File: src/rtl/alu_pipe_pkg.sv
// alu_pipe_pkg
//   Definitions shared by the ALU pipeline blocks. It holds the default
//   result width, the default result FIFO pointer width, and the
//   result-entry type {carry, result}.
package alu_pipe_pkg;

    localparam int unsigned ALU_DATA_WIDTH = 8;
    localparam int unsigned ALU_ADDR_WIDTH = 3;

    // One ALU result as it is stored in the result FIFO. The carry is the MSB.
    typedef struct packed {
        logic                      carry;
        logic [ALU_DATA_WIDTH-1:0] result;
    } result_entry_t;

endpackage : alu_pipe_pkg

File: src/rtl/alu_result_fifo_mem.sv
// alu_result_fifo_mem
//   Storage array for alu_result_fifo. Writes are synchronous and reads are
//   asynchronous. The array has no reset.
//   Ports:
//     clk    - write clock
//     we     - write enable
//     waddr  - write address
//     wdata  - write data {carry, result}
//     raddr  - read address
//     rdata  - read data, combinational from raddr
module alu_result_fifo_mem
    import alu_pipe_pkg::*;
#(
    parameter int unsigned data_width = ALU_DATA_WIDTH,
    parameter int unsigned addr_width = ALU_ADDR_WIDTH
) (
    input  logic                  clk,
    input  logic                  we,
    input  logic [addr_width-1:0] waddr,
    input  logic [data_width:0]   wdata,
    input  logic [addr_width-1:0] raddr,
    output logic [data_width:0]   rdata
);

    logic [data_width:0] mem_array [2**addr_width];

    always_ff @(posedge clk) begin
        if (we) begin
            mem_array[waddr] <= wdata;
        end
    end

    assign rdata = mem_array[raddr];

endmodule : alu_result_fifo_mem

File: src/rtl/alu_result_fifo.sv
// alu_result_fifo
//   FIFO that buffers ALU results {carry, result} between the ALU stage and
//   its consumer, using a valid/ready handshake on both sides. A write made
//   while the FIFO is full is dropped, and the drop sets the sticky overflow
//   flag.
//   Optional feature: ALU_RESULT_FIFO_STATS_EN adds drop_cnt, a saturating
//   8-bit count of dropped writes.
//   Ports:
//     clk, rst       - clock and asynchronous active-high reset
//     clr            - synchronous flush; clears the pointers, count and overflow
//     in_valid/in_q/in_c/in_ready     - write side
//     out_valid/out_ready/out_q/out_c - read side; the head entry is shown
//                                       combinationally
//     count, full, empty - occupancy
//     overflow       - sticky; set when a write is attempted while full
//     drop_cnt       - (STATS_EN only) count of dropped writes
module alu_result_fifo
    import alu_pipe_pkg::*;
#(
    parameter int unsigned data_width = ALU_DATA_WIDTH,
    parameter int unsigned addr_width = ALU_ADDR_WIDTH
) (
    input  logic                  clk,
    input  logic                  rst,
    input  logic                  clr,
    input  logic                  in_valid,
    input  logic [data_width-1:0] in_q,
    input  logic                  in_c,
    output logic                  in_ready,
    output logic                  out_valid,
    input  logic                  out_ready,
    output logic [data_width-1:0] out_q,
    output logic                  out_c,
    output logic [addr_width:0]   count,
    output logic                  full,
    output logic                  empty,
    output logic                  overflow
`ifdef ALU_RESULT_FIFO_STATS_EN
    ,
    output logic [7:0]            drop_cnt
`endif
);

    localparam logic [addr_width:0] depth_c = {1'b1, {addr_width{1'b0}}};

    logic [addr_width-1:0] wr_ptr;
    logic [addr_width-1:0] rd_ptr;
    logic                  wr_en;
    logic                  rd_en;
    logic [data_width:0]   rd_entry;

    assign full      = (count == depth_c);
    assign empty     = (count == '0);
    assign in_ready  = !full;
    assign out_valid = !empty;

    // Handshake decisions come from the occupancy before the edge. A read that
    // happens in the same cycle does not free space for a write.
    assign wr_en = in_valid && in_ready;
    assign rd_en = out_valid && out_ready;

    always_ff @(posedge clk or posedge rst) begin
        if (rst) begin
            wr_ptr   <= '0;
            rd_ptr   <= '0;
            count    <= '0;
            overflow <= 1'b0;
        end else if (clr) begin
            wr_ptr   <= '0;
            rd_ptr   <= '0;
            count    <= '0;
            overflow <= 1'b0;
        end else begin
            if (wr_en) begin
                wr_ptr <= wr_ptr + 1'b1;
            end
            if (rd_en) begin
                rd_ptr <= rd_ptr + 1'b1;
            end
            case ({wr_en, rd_en})
                2'b10:   count <= count + 1'b1;
                2'b01:   count <= count - 1'b1;
                default: count <= count;
            endcase
            if (in_valid && full) begin
                overflow <= 1'b1;
            end
        end
    end

`ifdef ALU_RESULT_FIFO_STATS_EN
    always_ff @(posedge clk or posedge rst) begin
        if (rst) begin
            drop_cnt <= '0;
        end else if (clr) begin
            drop_cnt <= '0;
        end else if (in_valid && full && (drop_cnt != '1)) begin
            drop_cnt <= drop_cnt + 1'b1;
        end
    end
`endif

    // A flush wins over a write in the same cycle, so that write is not stored.
    alu_result_fifo_mem #(
        .data_width (data_width),
        .addr_width (addr_width)
    ) u_mem (
        .clk   (clk),
        .we    (wr_en && !clr),
        .waddr (wr_ptr),
        .wdata ({in_c, in_q}),
        .raddr (rd_ptr),
        .rdata (rd_entry)
    );

    assign out_c = rd_entry[data_width];
    assign out_q = rd_entry[data_width-1:0];

endmodule : alu_result_fifo

File: config.mk
export PLATFORM = sky130hd
export DESIGN_NAME = alu_result_fifo
export DESIGN_NICKNAME = d
export VERILOG_FILES = /design/src/rtl/alu_pipe_pkg.sv /design/src/rtl/alu_result_fifo_mem.sv /design/src/rtl/alu_result_fifo.sv
export SDC_FILE = /design/constraint.sdc
export NUM_CORES = 1
export LEC_CHECK = 0
export ABC_AREA = 1
export CORE_MARGIN = 1
export CORE_UTILIZATION = 45
export DETAILED_ROUTE_END_ITERATION = 12
export GPL_TIMING_DRIVEN = 0
export PLACE_DENSITY = 0.66
export SYNTH_ARGS = -nofsm -noshare
export SYNTH_HDL_FRONTEND = slang
export SYNTH_SLANG_ARGS = --single-unit
File: constraint.sdc
create_clock -name clk -period 2.44 [get_ports clk]
set_clock_uncertainty 0.2 [all_clocks]
set_input_delay 0.366 -clock clk [delete_from_list [all_inputs] [get_ports clk]]
set_output_delay 0.366 -clock clk [all_outputs]
set_load 0.1 [all_outputs]
; Yosys cells after proc, flatten, opt, wreduce, memory -nomap -nowiden
; Memories as Yosys holds them, arrays and structs flattened.
; Index checks and enable logic that the tools add are counted.
[word_totals]
ff_bits = 11
ram_bits = 72
mem_count = 1
output_inout_bits = 18
[memory_table]
columns = memory, depth, width, rd, rd_ports_with_merged_regs, wr, line
row1 = u_mem.mem_array, 8, 9, 1, 0, 1, alu_result_fifo_mem.sv:25  ; logic [data_width:0] mem_array [2**addr_width];
[classes]
reduce_logical = 12
n_eq_ne = 3
n_mux = 10
add_sub_neg = 4
[op_table]
columns = operator, count
row1 = 3-bit two-way mux, 4
row2 = 4-bit case mux with 2 select lines, 1
row3 = 3-bit by 1-bit adder with 3-bit output (second input constant), 2
row4 = 2-bit nonzero test, 3
row5 = 4-bit by 1-bit adder with 4-bit output (second input constant), 1
row6 = 4-bit equality test (second input constant), 1
row7 = 1-bit logical AND, 4
row8 = 4-bit zero test, 1
row9 = 1-bit two-way mux, 4
row10 = 4-bit two-way mux, 1
row11 = 4-bit by 1-bit subtractor with 4-bit output (second input constant), 1
row12 = 1-bit zero test, 3
row13 = 3-bit nonzero test, 1
row14 = 2-bit by 1-bit equality test with 1-bit output (second input constant), 1
row15 = 2-bit equality test (second input constant), 1

; Longest topological paths before layout
; Gate-level depths: netlist of run 1.
[logic_depth]
depth_word = 6
mapped_depth = 14

; By module
; Synthesis of run 1 repeated with hierarchy kept, for this count alone.
[hier_totals]
hier_cells = 415
area_unflattened_um2 = 3892.5
[modules_own_cells]
columns = mod, area_each_um2, n_inst, cells_per_inst
row1 = alu_result_fifo_mem, 3228.1, 1, 328
row2 = alu_result_fifo, 664.4, 1, 87

; Least setup slack after synthesis of run 1
; No wires, ideal clock.
[synth_path]
kind = reg-to-output
start = register count[2]
end = output port empty
setup_slack_ps = -752
required_time_ps = 1874
n_path_buf = 0
arrival_ps = 2626
stages_incl_launch_ff = 4
cell_sequence = dfrtp_1 > nor2_1 > nand2_1 > inv_1
[synth_via]
elab_chain_cells = 1
[synth_lines]
columns = item, line
row1 = "start, declared", alu_result_fifo.sv:34  ; output logic [addr_width:0] count,
row2 = "start signal, assigned", alu_result_fifo.sv:81  ; 2'b10: count <= count + 1'b1;
row3 = "start signal, assigned", alu_result_fifo.sv:82  ; 2'b01: count <= count - 1'b1;
row4 = "start signal, assigned", alu_result_fifo.sv:83  ; default: count <= count;
row5 = 4-bit zero test, alu_result_fifo.sv:53  ; assign empty = (count == '0);
row6 = "end, declared", alu_result_fifo.sv:36  ; output logic empty,
; Every way passes these cells.

; Worst setup path in the final report of run 1
[layout_path]
start = register rd_ptr[0]
end = output port out_q[3]
[layout_via]
elab_chain_cells = 1
[layout_lines]
columns = item, line
row1 = "start, declared", alu_result_fifo.sv:47  ; logic [addr_width-1:0] rd_ptr;
row2 = "start signal, assigned", alu_result_fifo.sv:78  ; rd_ptr <= rd_ptr + 1'b1;
row3 = memory read 8 x 9 bit, n/a
row4 = "end, declared", alu_result_fifo.sv:32  ; output logic [data_width-1:0] out_q,
; Every way passes these cells.

==> run_results.csv, run 1 <==
group,metric,value,unit
synthesis,syn_area,3530,um^2
timing,setup_ws,-0.0799,ns
die,fp.dieH,90.6,um
critical_path,r2r_start,"count[3]$_DFFE_PP0P_",
die,dieArea,8200,um^2
place,dp.cells,436,
critical_path,crit_top_cell,"buf_12",
detailed_routing,wl,7980,um
synthesis,synth_cell_type_count,26,
place,dp_hpwl,4960,um
die,initial_utilization,0.477,
synthesis,async_flop_share,0.133,
detailed_routing,drc,0,
power_and_ir_drop,intPower,2.95,mW
die,die_w,90.6,um
clock_network,clkLatencyLatePin,0.34,ns
place,dp_slack,-0.862,ns
detailed_routing,vias,2412,
hold_path,worstHoldPathType,"in2async",
detailed_routing,vias_per_cell,5.23,
global_routing,track_usage,0.209,
global_routing,grt_start_max_net_pins,15,
final_layout,antenna_cells,0,
timing,fmax,397,MHz
power_and_ir_drop,p_leak,1.70,nW
synthesis,syn_nets,324,
synthesis,synth_top_area_share,0.612,
clock_network,numCtsBuffers,9,
timing,worst_pin_slew,0.961,ns
critical_path,arrival,1.95,ns
power_and_ir_drop,p_switching,2.54,mW
global_routing,grt_pass1_vias,2419,
final_layout,mostFrequentLayoutCells,"72 x edfxtp_1, 48 x nor2_1, 25 x nand2_1, 23 x o21ai_0, 21 x nor2_2",
timing,period_share,1.03,
job,drv_cap,0,
synthesis,syn-instance-count,306,
status,violations,"negative setup slack",
power_and_ir_drop,combinationalPowerShare,0.534,
die,io_pins,32,
place,routabilityCongestion,0.763,
timing,min_period,2.52,ns
critical_path,crit_chain,"inv_2, buf_6, buf_12, buf_12, nor2_4, o22ai_4, nor2_2, a31oi_4, buf_12",
final_layout,syn_to_final_growth,33.5,%
clock_network,cts_hold_buf,0,
critical_path,cp-start-kind,"flop",
synthesis,synthTopCellsByArea,"edfxtp_1 61%, nor2_1 8.0%, dfrtp_1 7.8%",
synthesis,synth_ff_type,"edfxtp_1",
die,rows,31,
synthesis,syn_avg_cell_area,11.5,um^2
final_layout,layout.cells.most_common,"edfxtp_1",
final_layout,layout.nets,375,
clock_network,clk_pin_slew,0.08,ns
timing,hold_violations,0,
critical_path,required,1.87,ns
final_layout,final_cells,461,
status,status,"complete, but fails checks",
synthesis,synth_seq_cells,83,
die,core_area,7410,um^2
power_and_ir_drop,peakVddDrop,971,uV
synthesis,yosys_warnings,0,
synthesis,yosysSeqAreaShare,0.690,
detailed_routing,wire_per_inst,17.3,um
timing,max_slew_margin,0.357,
clock_network,cts_sinks,83,
power_and_ir_drop,switching_share,0.462,
clock_network,clockRootBuffer,"clkbuf_8",
critical_path,worstPathMaxFanout,5,
clock_network,cts_buffer_depth,2,
detailed_routing,drt_first_pass_iters,4,
critical_path,startpoint,"rd_ptr[0]$_DFFE_PP0P_",
global_routing,grt_remaining_overflow,0,
power_and_ir_drop,seqPwrFrac,0.311,
clock_network,cts_tree,"built",
critical_path,end_kind,"output pin",
critical_path,critPathKind,"reg2out",
place,io_buffer_count,31,
critical_path,slowest_stage,"dfrtp_2",
timing,final-setup-viol-count,5,
timing,slew_viol_final,0,
global_routing,grt_pass1_wl,12700,um
timing,rsz0062_at_grt,"yes",
power_and_ir_drop,power_density,1160,nW/um^2
synthesis,synth_top_cell_by_area,"edfxtp_1",
final_layout,drive_gt1_frac,0.340,
detailed_routing,ant_nets,0,
power_and_ir_drop,power_frac_clock,0.155,
detailed_routing,drtIter0Drc,117,
global_routing,antenna_found_initial,0,
synthesis,synth_edf_count,72,
clock_network,ctsHtreeMaxLevel,3,
critical_path,slowest_delay,0.46,ns
[cell usage after synthesis, types with 2 or more instances]
library cell and instances:
nor2_1 75, edfxtp_1 72, o21ai_0 42, nand2_1 26
inv_1 17, dfrtp_1 11, a31oi_1 9, buf_2 9
o22ai_1 9, inv_2 5, ha_1 4, nand3_1 4
a21oi_1 3, clkbuf_1 3, nand2_2 3, nand2_4 2
nor2_4 2, o21a_1 2
[metrics by stage]
stage                     setup TNS (ns)  hold slack [ns]  utilization  area [um^2]  power, mW
final                             -0.283            0.113        0.636         4710       5.48
after global placement            -16.18            0.304        0.557         4130       4.12
after floorplan                    -2.77           0.0183            -         3690       3.60
after detailed placement          -18.52            0.316        0.557         4130       4.15
after CTS                         -0.751            0.126        0.624         4620       5.41
after global routing               -3.15            0.171        0.636         4710       5.69
[kinds of logic (layout without fill, tap and decap cells)]
group                      after synthesis  after routing  share of synthesized area
DFF                                     83             83                      0.690
and+or+nand+nor                        116            116                      0.144
adders and majority gates                4              4                     0.0142
xor gates and xnor gates                 1              1                    0.00248
AOI/OAI and AO/OA                       67             67                      0.107
buffers and inverters                   35             91                     0.0425
[sequential cells by signal, summed over array words and instances (netlist names)]
register / count
wr_ptr: 3
u_mem.mem_array: 72
overflow: 1
count: 4
rd_ptr: 3
[power by group through the flow]
| stage | registers [mW] | clock network [mW] | logic (mW) |
|---|---|---|---|
| 6_report | 1.70 | 0.852 | 2.93 |
| 5_1_grt | 1.71 | 0.908 | 3.07 |
| 4_1_cts | 1.69 | 0.858 | 2.86 |
| 3_5_place_dp | 1.72 | 0 | 2.42 |
| 3_3_place_gp | 1.72 | 0 | 2.40 |
| 2_1_floorplan | 1.90 | 0 | 1.70 |
[path summary, 6_finish.rpt]
path	slack [ns]	cells after the start	end
max	-0.08	9	out_q[3]
min	0.11	2	overflow$_DFFE_PP0P_
max reg2reg	0.07	7	u_mem.mem_array[6][1]$_DFFE_PP_
min reg2reg	0.32	2	overflow$_DFFE_PP0P_
max in group asynchronous	1.59	2	count[0]$_DFFE_PP0P_
min in group clk	0.32	2	overflow$_DFFE_PP0P_
[layout make-up]
type	count	area [um^2]
Clock inverter	7	43.8
Tap cell	99	124
Multi-Input combinational cell	188	1280
Buffer	12	104
Clock buffer	9	124
Timing Repair Buffer	41	498
Inverter	22	90.1
Sequential cell	83	2450
Fill cell	571	2700
[metal layers]
metal,vias up,track usage,wire [um]
met3,9,0.0269,277
met5,-,0,0
met1,1195,0.292,3760
met4,0,0.0833,127
met2,42,0.331,3820
li1,1166,-,-
[repair_timing]
action	CTS	global route
resized for setup	136	51
setup endpoints to repair	17	46
gates cloned	1	0
pin swaps	17	15
buffers inserted	8	2
[worst max-delay path: cells and delay by family (launching register included)]
family | cells | cell delay, ns
AOI/OAI and AO/OA | 2 | 0.39
buffers and inverters | 5 | 0.64
DFF | 1 | 0.46
and+or+nand+nor | 2 | 0.11
Power figures use the tool's default switching activity.
==> inputs of run 2 (changes only) <==
==> constraint.sdc (replaced) <==
create_clock -name clk -period 2.99 [get_ports clk]
set_clock_uncertainty 0.2 [all_clocks]
set_input_delay 0.4485 -clock clk [delete_from_list [all_inputs] [get_ports clk]]
set_output_delay 0.4485 -clock clk [all_outputs]
set_load 0.1 [all_outputs]
==> run_results.csv, run 2 (synthesized netlist as in run 1, its figures left out) <==
group,metric,value,unit
status,status,"complete, no violations",
clock_network,clkLatencyLatePin,0.35,ns
global_routing,grt_pass1_wl,11700,um
final_layout,syn_to_final_growth,18.9,%
clock_network,cts_hold_buf,0,
hold_path,worstHoldPathType,"in2async",
clock_network,clockRootBuffer,"clkbuf_8",
die,fp.dieH,90.6,um
critical_path,end_kind,"output pin",
detailed_routing,drt_first_pass_iters,4,
final_layout,drive_gt1_frac,0.173,
timing,worst_pin_slew,0.972,ns
job,drv_cap,0,
critical_path,critPathKind,"reg2out",
critical_path,crit_family,"buffers and inverters",
detailed_routing,vias,2353,
global_routing,grt_start_max_net_pins,16,
detailed_routing,drc,0,
die,dieArea,8200,um^2
clock_network,cts_tree,"built",
final_layout,layout.cells.most_common,"nor2_1",
final_layout,antenna_cells,0,
timing,min_period,2.87,ns
power_and_ir_drop,p_leak,1.54,nW
die,core_area,7410,um^2
clock_network,cts_buffer_depth,2,
timing,fmax,349,MHz
clock_network,cts_sinks,83,
clock_network,ctsHtreeMaxLevel,3,
clock_network,numCtsBuffers,9,
final_layout,layout.nets,366,
timing,rsz0062_at_grt,"no",
final_layout,fillers,644,
power_and_ir_drop,p_total,4.00,mW
place,dp.cells,436,
final_layout,mostFrequentLayoutCells,"75 x nor2_1, 72 x edfxtp_1, 42 x o21ai_0, 25 x nand2_1, 20 x clkdlybuf4s50_1",
global_routing,track_usage,0.193,
timing,final-setup-viol-count,0,
final_layout,regMostFlops,"u_mem.mem_array",
critical_path,critical_path_buf_inv_count,5,
timing,slew_viol_final,0,
final_layout,largest_reg_flops,72,
critical_path,worstPathMaxFanout,10,
final_layout,largestRegisters,"u_mem.mem_array: 72 flops, count: 4 flops",
power_and_ir_drop,peakVddDrop,710,uV
clock_network,clk_pin_slew,0.09,ns
die,initial_utilization,0.477,
global_routing,grt_remaining_overflow,0,
detailed_routing,ant_nets,0,
place,routabilityCongestion,0.827,
power_and_ir_drop,power_density,954,nW/um^2
critical_path,cp-start-kind,"flop",
detailed_routing,wl,7430,um
critical_path,required,2.34,ns
global_routing,grt_pass1_vias,2242,
critical_path,arrival,2.22,ns
critical_path,slowest_stage,"dfrtp_1",
place,io_buffer_count,31,
place,dp_hpwl,4840,um
timing,hold_violations,0,
die,io_pins,32,
critical_path,crit_top_cell,"nor2_1",
critical_path,slowest_delay,0.38,ns
timing,period_share,0.960,
die,die_w,90.6,um
detailed_routing,drtIter0Drc,210,
global_routing,antenna_found_initial,0,
critical_path,crit_chain,"buf_2, inv_2, clkbuf_4, buf_6, nor2_1, o22ai_1, nor2_1, a31oi_2, buf_4",
timing,max_slew_margin,0.350,
die,rows,31,
detailed_routing,wire_per_inst,16.4,um
detailed_routing,vias_per_cell,5.21,
final_layout,final_cells,452,
## run 2: area by class of cell
type                       instances  area (um^2)  share of cell area
tap                               99          124              0.0295
clock inverter                     6         48.8              0.0116
multi-input combinational        188         1000               0.239
timing repair buffer              31          300              0.0716
inverter                          22         86.3              0.0206
clock buffer                      10          128              0.0304
sequential                        83         2440               0.581
buffer                            13         70.1              0.0167
## run 2: path summary, 6_finish.rpt
| check | from | to | slack (ns) | cells after the start |
|---|---|---|---|---|
| max reg2reg | count[1]$_DFFE_PP0P_ | u_mem.mem_array[6][4]$_DFFE_PP_ | 0.62 | 6 |
| min reg2reg | overflow$_DFFE_PP0P_ | overflow$_DFFE_PP0P_ | 0.33 | 2 |
| min | rst | overflow$_DFFE_PP0P_ | 0.19 | 2 |
| max | rd_ptr[0]$_DFFE_PP0P_ | out_q[3] | 0.12 | 9 |
| min in group clk | overflow$_DFFE_PP0P_ | overflow$_DFFE_PP0P_ | 0.33 | 2 |
| max in group asynchronous | rst | count[2]$_DFFE_PP0P_ | 2.09 | 2 |
## run 2: per-layer routing
metal	wire length [um]	GRT usage	vias up
met4	148	0.0833	0
met3	398	0.0370	12
met5	0	0	-
met1	3400	0.275	1136
met2	3490	0.289	60
li1	-	-	1145
## run 2: what timing repair did
action | CTS | global route
hold endpoints to repair | 0 | 0
setup buffers | 0 | 0
gates resized for setup | 55 | 6
setup endpoints to repair | 11 | 8
## run 2: power by group
| part | switching (mW) | total (mW) | internal, mW |
|---|---|---|---|
| Clock | 0.424 | 0.734 | 0.311 |
| Combinational | 1.45 | 1.90 | 0.453 |
| Sequential | 0.0490 | 1.37 | 1.32 |
| Total | 1.92 | 4.00 | 2.08 |
## run 2: metrics by stage
stage	setup WS (ns)	hold WS, ns	instance area, um^2	utilization	setup TNS [ns]
after floorplan	0.0422	0.101	3590	-	0
after global placement	-0.378	0.308	4030	0.544	-2.96
after detailed placement	-0.386	0.321	4030	0.544	-3.17
after CTS	0.00221	0.199	4180	0.564	0
after global routing	0.00822	0.229	4200	0.566	0
final	0.121	0.189	4200	0.566	0
==> inputs of run 3 (changes only) <==
--- a/config.mk
+++ b/config.mk
@@ -6,7 +6,7 @@
 export NUM_CORES = 1
 export LEC_CHECK = 0
 export ABC_AREA = 1
-export CORE_MARGIN = 1
+export CORE_MARGIN = 4
 export CORE_UTILIZATION = 45
 export DETAILED_ROUTE_END_ITERATION = 12
 export GPL_TIMING_DRIVEN = 0
==> run_results.csv, run 3 (synthesized netlist as in run 1, its figures left out) <==
group,metric,value,unit
detailed_routing,wl,7310,um
clock_network,clkLatencyLatePin,0.35,ns
global_routing,grt_pass1_vias,2122,
place,dp_hpwl,4940,um
critical_path,worstPathMaxFanout,10,
critical_path,required,2.34,ns
timing,period_share,0.948,
die,dieArea,9330,um^2
final_layout,largestRegisters,"u_mem.mem_array: 72 flops, count: 4 flops",
critical_path,r2r_end,"u_mem.mem_array[7][1]$_DFFE_PP_",
clock_network,cts_hold_buf,0,
place,postPlaceCellArea,4030,um^2
timing,final-setup-viol-count,0,
critical_path,arrival,2.19,ns
final_layout,largest_reg_flops,72,
critical_path,slowest_delay,0.38,ns
final_layout,fillers,677,
final_layout,post-route-util,0.546,
final_layout,layout.cells.most_common,"nor2_1",
final_layout,regMostFlops,"u_mem.mem_array",
detailed_routing,vias_per_cell,5.04,
clock_network,cts_tree,"built",
detailed_routing,vias,2293,
timing,fmax,353,MHz
power_and_ir_drop,peakVddDrop,817,uV
die,core_area,7690,um^2
final_layout,layout.nets,366,
final_layout,multi_input_area,1000,um^2
hold_path,worstHoldPathType,"in2async",
critical_path,reg2reg_depth,6,
die,rows,32,
critical_path,reg2reg_slack,0.65,ns
job,drv_cap,0,
power_and_ir_drop,p_total,3.97,mW
die,initial_utilization,0.459,
die,die_w,96.6,um
timing,min_period,2.84,ns
critical_path,crit_chain,"buf_2, inv_2, clkbuf_4, buf_6, nor2_1, o22ai_1, nor2_1, a31oi_2, clkbuf_4",
clock_network,clockRootBuffer,"clkbuf_8",
clock_network,ctsHtreeMaxLevel,3,
timing,worst_pin_slew,0.968,ns
detailed_routing,ant_nets,0,
final_layout,final_cell_area,4190,um^2
clock_network,cts_buffer_depth,2,
critical_path,r2r_start,"count[1]$_DFFE_PP0P_",
critical_path,slowest_stage,"dfrtp_1",
final_layout,antenna_cells,0,
final_layout,area.sequential,2440,um^2
final_layout,syn_to_final_growth,18.8,%
power_and_ir_drop,power_density,946,nW/um^2
detailed_routing,drt_first_pass_iters,4,
timing,whs,0.187,ns
clock_network,cts_sinks,83,
clock_network,clk_pin_slew,0.08,ns
place,routabilityCongestion,0.784,
place,dp_slack,-0.374,ns
detailed_routing,drtIter0Drc,154,
timing,rsz0062_at_grt,"no",
status,status,"complete, no violations",
critical_path,critPathKind,"reg2out",
global_routing,antenna_found_initial,0,
final_layout,mostFrequentLayoutCells,"75 x nor2_1, 72 x edfxtp_1, 42 x o21ai_0, 25 x nand2_1, 20 x clkdlybuf4s50_1",
critical_path,cp-start-kind,"flop",
clock_network,numCtsBuffers,9,
timing,hold_violations,0,
detailed_routing,wire_per_inst,16.1,um
critical_path,end_kind,"output pin",
timing,slew_viol_final,0,
global_routing,track_usage,0.171,
die,io_pins,32,
place,io_buffer_count,31,
global_routing,grt_start_max_net_pins,16,
die,fp.dieH,96.6,um
global_routing,grt_remaining_overflow,0,
detailed_routing,drc,0,
timing,setup_ws,0.154,ns
global_routing,grt_pass1_wl,11300,um
timing,max_slew_margin,0.352,
power_and_ir_drop,p_leak,1.54,nW
final_layout,drive_gt1_frac,0.173,
-- run 3: changes by cell type in the layout (fill, tap and decap cells not counted) --
cell | before | now
clkbuf_4 | 2 | 3
inv_6 | 3 | 2
clkinvlp_4 | 4 | 3
buf_6 | 5 | 3
clkinv_4 | 0 | 2
buf_4 | 4 | 5
-- run 3: where the power goes --
group	total, mW	switching, mW	internal [mW]	leakage, nW
Clock	0.728	0.417	0.310	0.0835
Sequential	1.37	0.0517	1.32	0.800
Combinational	1.87	1.43	0.443	0.656
Total	3.97	1.90	2.07	1.54
-- run 3: what timing repair did --
item,CTS,global route
resized for setup,53,7
setup buffers,0,0
endpoints found under the setup margin,11,8
hold endpoints to repair,0,0
-- run 3: per-layer routing --
layer / share of wire / vias to the layer above / track usage / routed length (um)
li1: - / 1147 / - / -
met4: 0.012 / 0 / 0.0666 / 89
met3: 0.065 / 7 / 0.0380 / 475
met2: 0.48 / 49 / 0.258 / 3510
met1: 0.44 / 1090 / 0.242 / 3240
met5: 0 / - / 0 / 0
-- run 3: stage by stage --
step	TNS, ns	instances
2_1_floorplan	0	306
3_3_place_gp	-2.87	439
3_5_place_dp	-2.99	439
4_1_cts	0	455
5_1_grt	0	455
6_report	0	455
-- run 3: worst max path at each step --
stage,startpoint,end,cells after the start
after global routing,rd_ptr[0]$_DFFE_PP0P_,out_q[0],9
after detailed placement,rd_ptr[0]$_DFFE_PP0P_,out_q[0],9
final,rd_ptr[0]$_DFFE_PP0P_,out_q[3],9
after floorplan,count[2]$_DFFE_PP0P_,empty,3
after global placement,rd_ptr[0]$_DFFE_PP0P_,out_q[0],9
after CTS,rd_ptr[0]$_DFFE_PP0P_,out_q[3],9
-- run 3: layout make-up --
class                      instances  share of cell area
buffer                            13              0.0167
clock buffer                      10              0.0304
clock inverter                     6              0.0119
inverter                          22              0.0206
multi-input combinational        188               0.239
sequential                        83               0.581
tap                              102              0.0304
timing repair buffer              31              0.0698
-- run 3: critical path, delay by kind of cell (launching register included) --
family	cells	cell delay, ns
AND/OR/NAND/NOR	2	0.14
buffers and inverters	5	0.97
AO/OA/AOI/OAI	2	0.34
flip-flops	1	0.38
==> patch 1: new RTL, flow settings as in run 1 <==
`ALU_DATA_WIDTH`: 8 -> 6.
--- a/src/rtl/alu_pipe_pkg.sv
+++ b/src/rtl/alu_pipe_pkg.sv
@@ -4,7 +4,7 @@
 //   result-entry type {carry, result}.
 package alu_pipe_pkg;
 
-    localparam int unsigned ALU_DATA_WIDTH = 8;
+    localparam int unsigned ALU_DATA_WIDTH = 6;
     localparam int unsigned ALU_ADDR_WIDTH = 3;
 
     // One ALU result as it is stored in the result FIFO. The carry is the MSB.
Interface: changed (resized in_q and out_q); port bits go from 32 to 28. The function was not compared with the original's and may differ.
==> patch 1 against run 1 <==
- sequential share of layout area is 1.6 points higher
- synthesized area fell by 18%
- total power down 19%
- fmax up 5.4%
- critical path type unchanged
- highest routed layer unchanged
- hold slack better by 0.016 ns
- cell area shrank 22%
- worst setup slack better by 0.13 ns
- wire length decreased by 22%
- sequential cell count down 16
- first-iteration DRC count up 54%
- synthesized cell count is 15% lower
- cell count down 16%
- critical endpoint is now out_q[0]
==> patch 1: results (changes against run 1) <==
| Metric | Value |
|---|---|
| Final non-filler cell total | `385 (was 461)` |
| Syn nets | `276 (was 324)` |
| Post-synth ARST share | `16.42% (was 13.25%)` |
| Post-place setup slack | `-0.7485 ns (was -0.8618 ns)` |
| Run status | `finished, final reports clean (was complete, but fails checks)` |
| Number of enable-type register cells in the synthesized netlist | `56 (was 72)` |
| Fraction of layout instances using a drive strength above 1 | `23.87% (was 33.98%)` |
| Average footprint of a synthesized cell | `11.17 um2 (was 11.54 um2)` |
| Largest driver fanout on the critical path | `10 (was 5)` |
| Number of input and output port buffers inserted | `27 (was 31)` |
| Final #Nets | `321 (was 375)` |
| Drt total wl | `6255 um (was 7984 um)` |
| Estimated wirelength of the detail-placed design | `4028 um (was 4961 um)` |
| Global-route wire length before repair | `9722 um (was 12690 um)` |
| Capturing point of the worst reg2reg path | `u_mem.mem_array[4][6] (was u_mem.mem_array[6][1])` |
| Slowest CP cell | `sky130_fd_sc_hd__dfrtp_1 (was sky130_fd_sc_hd__dfrtp_2)` |
| Number of fill cells | `498 (was 571)` |
| Internal power component | `2.362 mW (was 2.947 mW)` |
| Overall track demand over capacity in global routing | `20.96% (was 20.86%)` |
| Met2 Wirelength | `2798 um (was 3818 um)` |
| Sequential-to-total area share from yosys stat | `67.36% (was 69.03%)` |
| Minimum hold slack | `0.1290 ns (was 0.1126 ns)` |
| Initial antenna violation count | `0 (unchanged)` |
| Cell types with the largest area share after synthesis | `sky130_fd_sc_hd__edfxtp_1 (58%), sky130_fd_sc_hd__dfrtp_1 (9.5%), sky130_fd_sc_hd__nor2_1 (7.9%), sky130_fd_sc_hd__o21ai_0 (5.9%), sky130_fd_sc_hd__nand2_1 (3.4%) (was sky130_fd_sc_hd__edfxtp_1 (61%), sky130_fd_sc_hd__nor2_1 (8.0%), sky130_fd_sc_hd__dfrtp_1 (7.8%), sky130_fd_sc_hd__o21ai_0 (6.0%), sky130_fd_sc_hd__nand2_1 (2.8%))` |
| Vias per inst | `5.171 (was 5.232)` |
| Headroom to the max-slew limit | `35.82% (was 35.72%)` |
| Placed Instances | `362 (was 436)` |
| Leakage power summed over all cells | `1.392 nW (was 1.699 nW)` |
| Top layer used by detailed routing | `met4 (unchanged)` |
| Max Clock Freq | `418.3 MHz (was 396.8 MHz)` |
| Delay of the slowest critical-path stage | `0.44 ns (was 0.46 ns)` |
| Detailed-route wire length on metal 1 | `2939 um (was 3760 um)` |
| Iteration-0 DRC count of the detailed router | `180 (was 117)` |
| Leading post-synthesis cells by instance count | `sky130_fd_sc_hd__nor2_1 (61), sky130_fd_sc_hd__edfxtp_1 (56), sky130_fd_sc_hd__o21ai_0 (34) (was sky130_fd_sc_hd__nor2_1 (75), sky130_fd_sc_hd__edfxtp_1 (72), sky130_fd_sc_hd__o21ai_0 (42))` |
| Maximum number of pins on one net before global-route repair | `13 (was 15)` |
[patch 1: cell count changes in the layout (fill, tap and decap cells not counted), sizes merged, moves of 2 or more]
cell / before / now
nor2: 78 / 64
clkbuf: 15 / 12
clkinv: 6 / 2
a31oi: 9 / 7
o22ai: 9 / 7
clkinvlp: 2 / 5
o21ai: 42 / 34
buf: 26 / 21
clkdlybuf4s50: 14 / 12
edfxtp: 72 / 56
[patch 1: worst max path at each step]
stage | from | end | cells after the start
after global routing | rd_ptr[0] | out_q[4] | 7
after CTS | rd_ptr[1] | out_q[4] | 7
after global placement | rd_ptr[1] | out_q[4] | 7
after floorplan | rd_ptr[2] | out_q[4] | 4
final | rd_ptr[0] | out_q[0] | 7
after detailed placement | rd_ptr[1] | out_q[4] | 7
[patch 1: cell type report]
type | instances | area share (%)
timing repair buffer | 34 | 9.212
clock buffer | 10 | 3.480
tap | 75 | 2.559
sequential | 67 | 53.60
inverter | 22 | 2.525
buffer | 9 | 2.729
clock inverter | 6 | 1.808
multi-input combinational | 162 | 24.09
[patch 1: critical path, delay by kind of cell (launching register included)]
kind	cells	cell delay, ns
buffers and inverters	3	0.55
DFF	1	0.44
AOI/OAI and AO/OA	2	0.36
and+or+nand+nor	2	0.14
[patch 1: kinds of logic (layout without fill, tap and decap cells)]
logic type | count (synthesis) | count (layout) | share of synthesized area [%]
simple gates | 102 | 102 | 15.63
flops | 67 | 67 | 67.36
compound gates | 55 | 55 | 10.77
buf+inv | 31 | 81 | 4.220
fa+ha+maj | 4 | 4 | 1.723
xor+xnor | 1 | 1 | 0.3015
[patch 1: stage by stage]
step | util (%) | setup TNS (ns) | total power [mW]
floorplan | - | -0.3498 | 2.984
global placement | 55.04 | -7.867 | 3.427
detailed placement | 55.04 | -8.976 | 3.441
CTS | 58.88 | -0.01103 | 4.358
global route | 60.51 | -0.03156 | 4.618
finish | 60.51 | 0 | 4.429
[patch 1: power by group through the flow]
stage | clock network [mW] | registers, mW | logic (mW)
2_1_floorplan | 0 | 1.59 | 1.40
3_3_place_gp | 0 | 1.41 | 2.02
3_5_place_dp | 0 | 1.41 | 2.03
4_1_cts | 0.905 | 1.39 | 2.07
5_1_grt | 0.951 | 1.40 | 2.27
6_report | 0.897 | 1.39 | 2.14
[patch 1: what timing repair did]
| action | in CTS | in global routing |
|---|---|---|
| endpoints found under the setup margin | 15 | 8 |
| hold endpoints to repair | 0 | 0 |
| gates resized for setup | 78 | 21 |
| pin swaps | 1 | 7 |
| buffers inserted | 0 | 6 |
| gates cloned | 0 | 1 |
[patch 1: per-layer routing]
layer / vias to the layer above / track usage, %
li1: 985 / -
met1: 941 / 29.26
met2: 54 / 30.41
met3: 11 / 3.077
met4: 0 / 13.86
met5: - / 0
==> patch 2: new RTL, settings of run 1 <==
Made on the original files. Register the output `count` once more; this adds one clock of latency there. The other outputs are not delayed to match.
--- a/src/rtl/alu_result_fifo.sv
+++ b/src/rtl/alu_result_fifo.sv
@@ -43,14 +43,16 @@
 
     localparam logic [addr_width:0] depth_c = {1'b1, {addr_width{1'b0}}};
 
+    logic [addr_width:0] count_s0;
+
     logic [addr_width-1:0] wr_ptr;
     logic [addr_width-1:0] rd_ptr;
     logic                  wr_en;
     logic                  rd_en;
     logic [data_width:0]   rd_entry;
 
-    assign full      = (count == depth_c);
-    assign empty     = (count == '0);
+    assign full      = (count_s0 == depth_c);
+    assign empty     = (count_s0 == '0);
     assign in_ready  = !full;
     assign out_valid = !empty;
 
@@ -63,12 +65,12 @@
         if (rst) begin
             wr_ptr   <= '0;
             rd_ptr   <= '0;
-            count    <= '0;
+            count_s0 <= '0;
             overflow <= 1'b0;
         end else if (clr) begin
             wr_ptr   <= '0;
             rd_ptr   <= '0;
-            count    <= '0;
+            count_s0 <= '0;
             overflow <= 1'b0;
         end else begin
             if (wr_en) begin
@@ -78,9 +80,9 @@
                 rd_ptr <= rd_ptr + 1'b1;
             end
             case ({wr_en, rd_en})
-                2'b10:   count <= count + 1'b1;
-                2'b01:   count <= count - 1'b1;
-                default: count <= count;
+                2'b10:   count_s0 <= count_s0 + 1'b1;
+                2'b01:   count_s0 <= count_s0 - 1'b1;
+                default: count_s0 <= count_s0;
             endcase
             if (in_valid && full) begin
                 overflow <= 1'b1;
@@ -116,5 +118,9 @@
     assign out_c = rd_entry[data_width];
     assign out_q = rd_entry[data_width-1:0];
 
+    always_ff @(posedge clk) begin
+        count <= count_s0;
+    end
+
 endmodule : alu_result_fifo
 
Function: changed (Yosys sat finds a counterexample within 4 cycles, from zero or initial values and one cycle with rst high).
==> patch 2 against run 1 <==
- the flow still finishes with violations (setup timing)
- sequential cell count up 4
- hold slack gained 0.0077 ns
- total power up 3.6%
- cell count increased by 1.3%
- cell area up 1.4%
- synthesized area up 1.8%
- worst setup slack better by 0.015 ns
- wire length fell by 0.39%
- critical path type unchanged
- critical endpoint is now out_q[1]
- largest cell class unchanged
==> patch 2: results (changes against run 1) <==
| Metric | Value |
|---|---|
| Run status | `complete, but fails checks (unchanged)` |
| Failing checks | `setup timing (unchanged)` |
| Leakage power summed over all cells | `1.724 nW (was 1.699 nW)` |
| Maximum number of pins on one net before global-route repair | `16 (was 15)` |
| Global-route wire length before repair | `12920 um (was 12690 um)` |
| Estimated wirelength of the detail-placed design | `4977 um (was 4961 um)` |
| Routed via count | `2441 (was 2412)` |
| Largest driver fanout on the critical path | `7 (was 5)` |
| Leading post-synthesis cells by instance count | `sky130_fd_sc_hd__nor2_1 (74), sky130_fd_sc_hd__edfxtp_1 (72), sky130_fd_sc_hd__o21ai_0 (41) (was sky130_fd_sc_hd__nor2_1 (75), sky130_fd_sc_hd__edfxtp_1 (72), sky130_fd_sc_hd__o21ai_0 (42))` |
| Reg2Reg Setup Slack | `0.25 ns (was 0.07 ns)` |
| Worst-case vdd ir drop | `709.8 uV (was 971.2 uV)` |
| Delay of the slowest critical-path stage | `0.40 ns (was 0.46 ns)` |
| Least setup slack across all paths after layout | `-0.06487 ns (was -0.07987 ns)` |
| Number of fill cells | `607 (was 571)` |
| Drt total wl | `7953 um (was 7984 um)` |
| Transition time at the pin with the least slew margin | `0.9641 ns (was 0.9611 ns)` |
| Fraction of layout instances using a drive strength above 1 | `31.78% (was 33.98%)` |
| Number of global-route vias before repair | `2524 (was 2419)` |
| Routability Congestion | `0.8507 (was 0.7632)` |
| Top Registers | `u_mem.mem_array: 72 flops, count: 4 flops, count_s0: 4 flops (was u_mem.mem_array: 72 flops, count: 4 flops)` |
| Final-layout setup total negative slack | `-0.1869 ns (was -0.2827 ns)` |
| Critical path capture point | `out_q[1] (was out_q[3])` |
| Iteration-0 DRC count of the detailed router | `133 (was 117)` |
| Sequential-to-total area share from yosys stat | `70.01% (was 69.03%)` |
| Final number of setup-violating endpoints | `7 (was 5)` |
[patch 2: cell types whose count changed after synthesis, moves of 2 or more]
cell                             run 1  this run
sky130_fd_sc_hd__o21ai_1             0         2
sky130_fd_sc_hd__inv_2               5         2
sky130_fd_sc_hd__nand3_1             4         6
sky130_fd_sc_hd__dfxtp_1             0         4
sky130_fd_sc_hd__nand2_2             3         1
[patch 2: kinds of logic after synthesis]
group	Yosys count	share of synthesized area (%)
simple gates	117	13.95
xor+xnor	1	0.2436
fa+ha+maj	4	1.392
buf+inv	33	3.966
flops	87	70.01
compound gates	67	10.44
[patch 2: per-layer routing]
metal | wire (um) | GRT usage, %
met1 | 3704 | 29.87
met2 | 3717 | 32.39
met3 | 408 | 3.266
met4 | 123 | 8.069
met5 | 0 | 0
[patch 2: stage by stage]
step | instance area, um2 | utilization (%) | setup WS [ns] | hold slack, ns | cells
after global routing | 4777 | 61.82 | -0.1424 | 0.1864 | 467
after global placement | 4175 | 54.03 | -0.8376 | 0.2529 | 442
final | 4777 | 61.82 | -0.06487 | 0.1203 | 467
after CTS | 4727 | 61.17 | -0.08029 | 0.1171 | 467
after floorplan | 3737 | - | 0.1667 | 0.01844 | 309
after detailed placement | 4175 | 54.03 | -0.8551 | 0.2502 | 442
[patch 2: cell type report]
type                    count  area [um2]  share of cell area, %
flip-flops and latches     87        2517                  52.70
multi-input cells         189        1227                  25.69
repair buffers             40       504.2                  10.56
clock buffers              10       127.6                  2.672
well taps                 102       127.6                  2.672
plain buffers              13       118.9                  2.488
inverters                  20       85.08                  1.781
clock inverters             6       68.82                  1.441
[patch 2: power breakdown]
| group | switching [mW] | internal, mW | total (mW) |
|---|---|---|---|
| clock network | 0.517 | 0.479 | 0.997 |
| logic | 1.94 | 0.969 | 2.91 |
| registers | 0.0726 | 1.70 | 1.78 |
| total | 2.53 | 3.15 | 5.68 |
[patch 2: worst min-delay path by stage]
stage	to	slack (ns)	cells past startpoint
finish	rd_ptr[1]	0.12	2
global route	count_s0[3]	0.19	2
CTS	rd_ptr[1]	0.12	2
detailed placement	count[3]	0.25	0
global placement	count[3]	0.25	0
floorplan	count_s0[0]	0.02	1
[patch 2: repair_timing]
| item | CTS | global route |
|---|---|---|
| gates resized for setup | 159 | 20 |
| pin swaps | 18 | 7 |
| cloned | 1 | 0 |
| setup buffers | 8 | 0 |
| endpoints found under the setup margin | 13 | 81 |
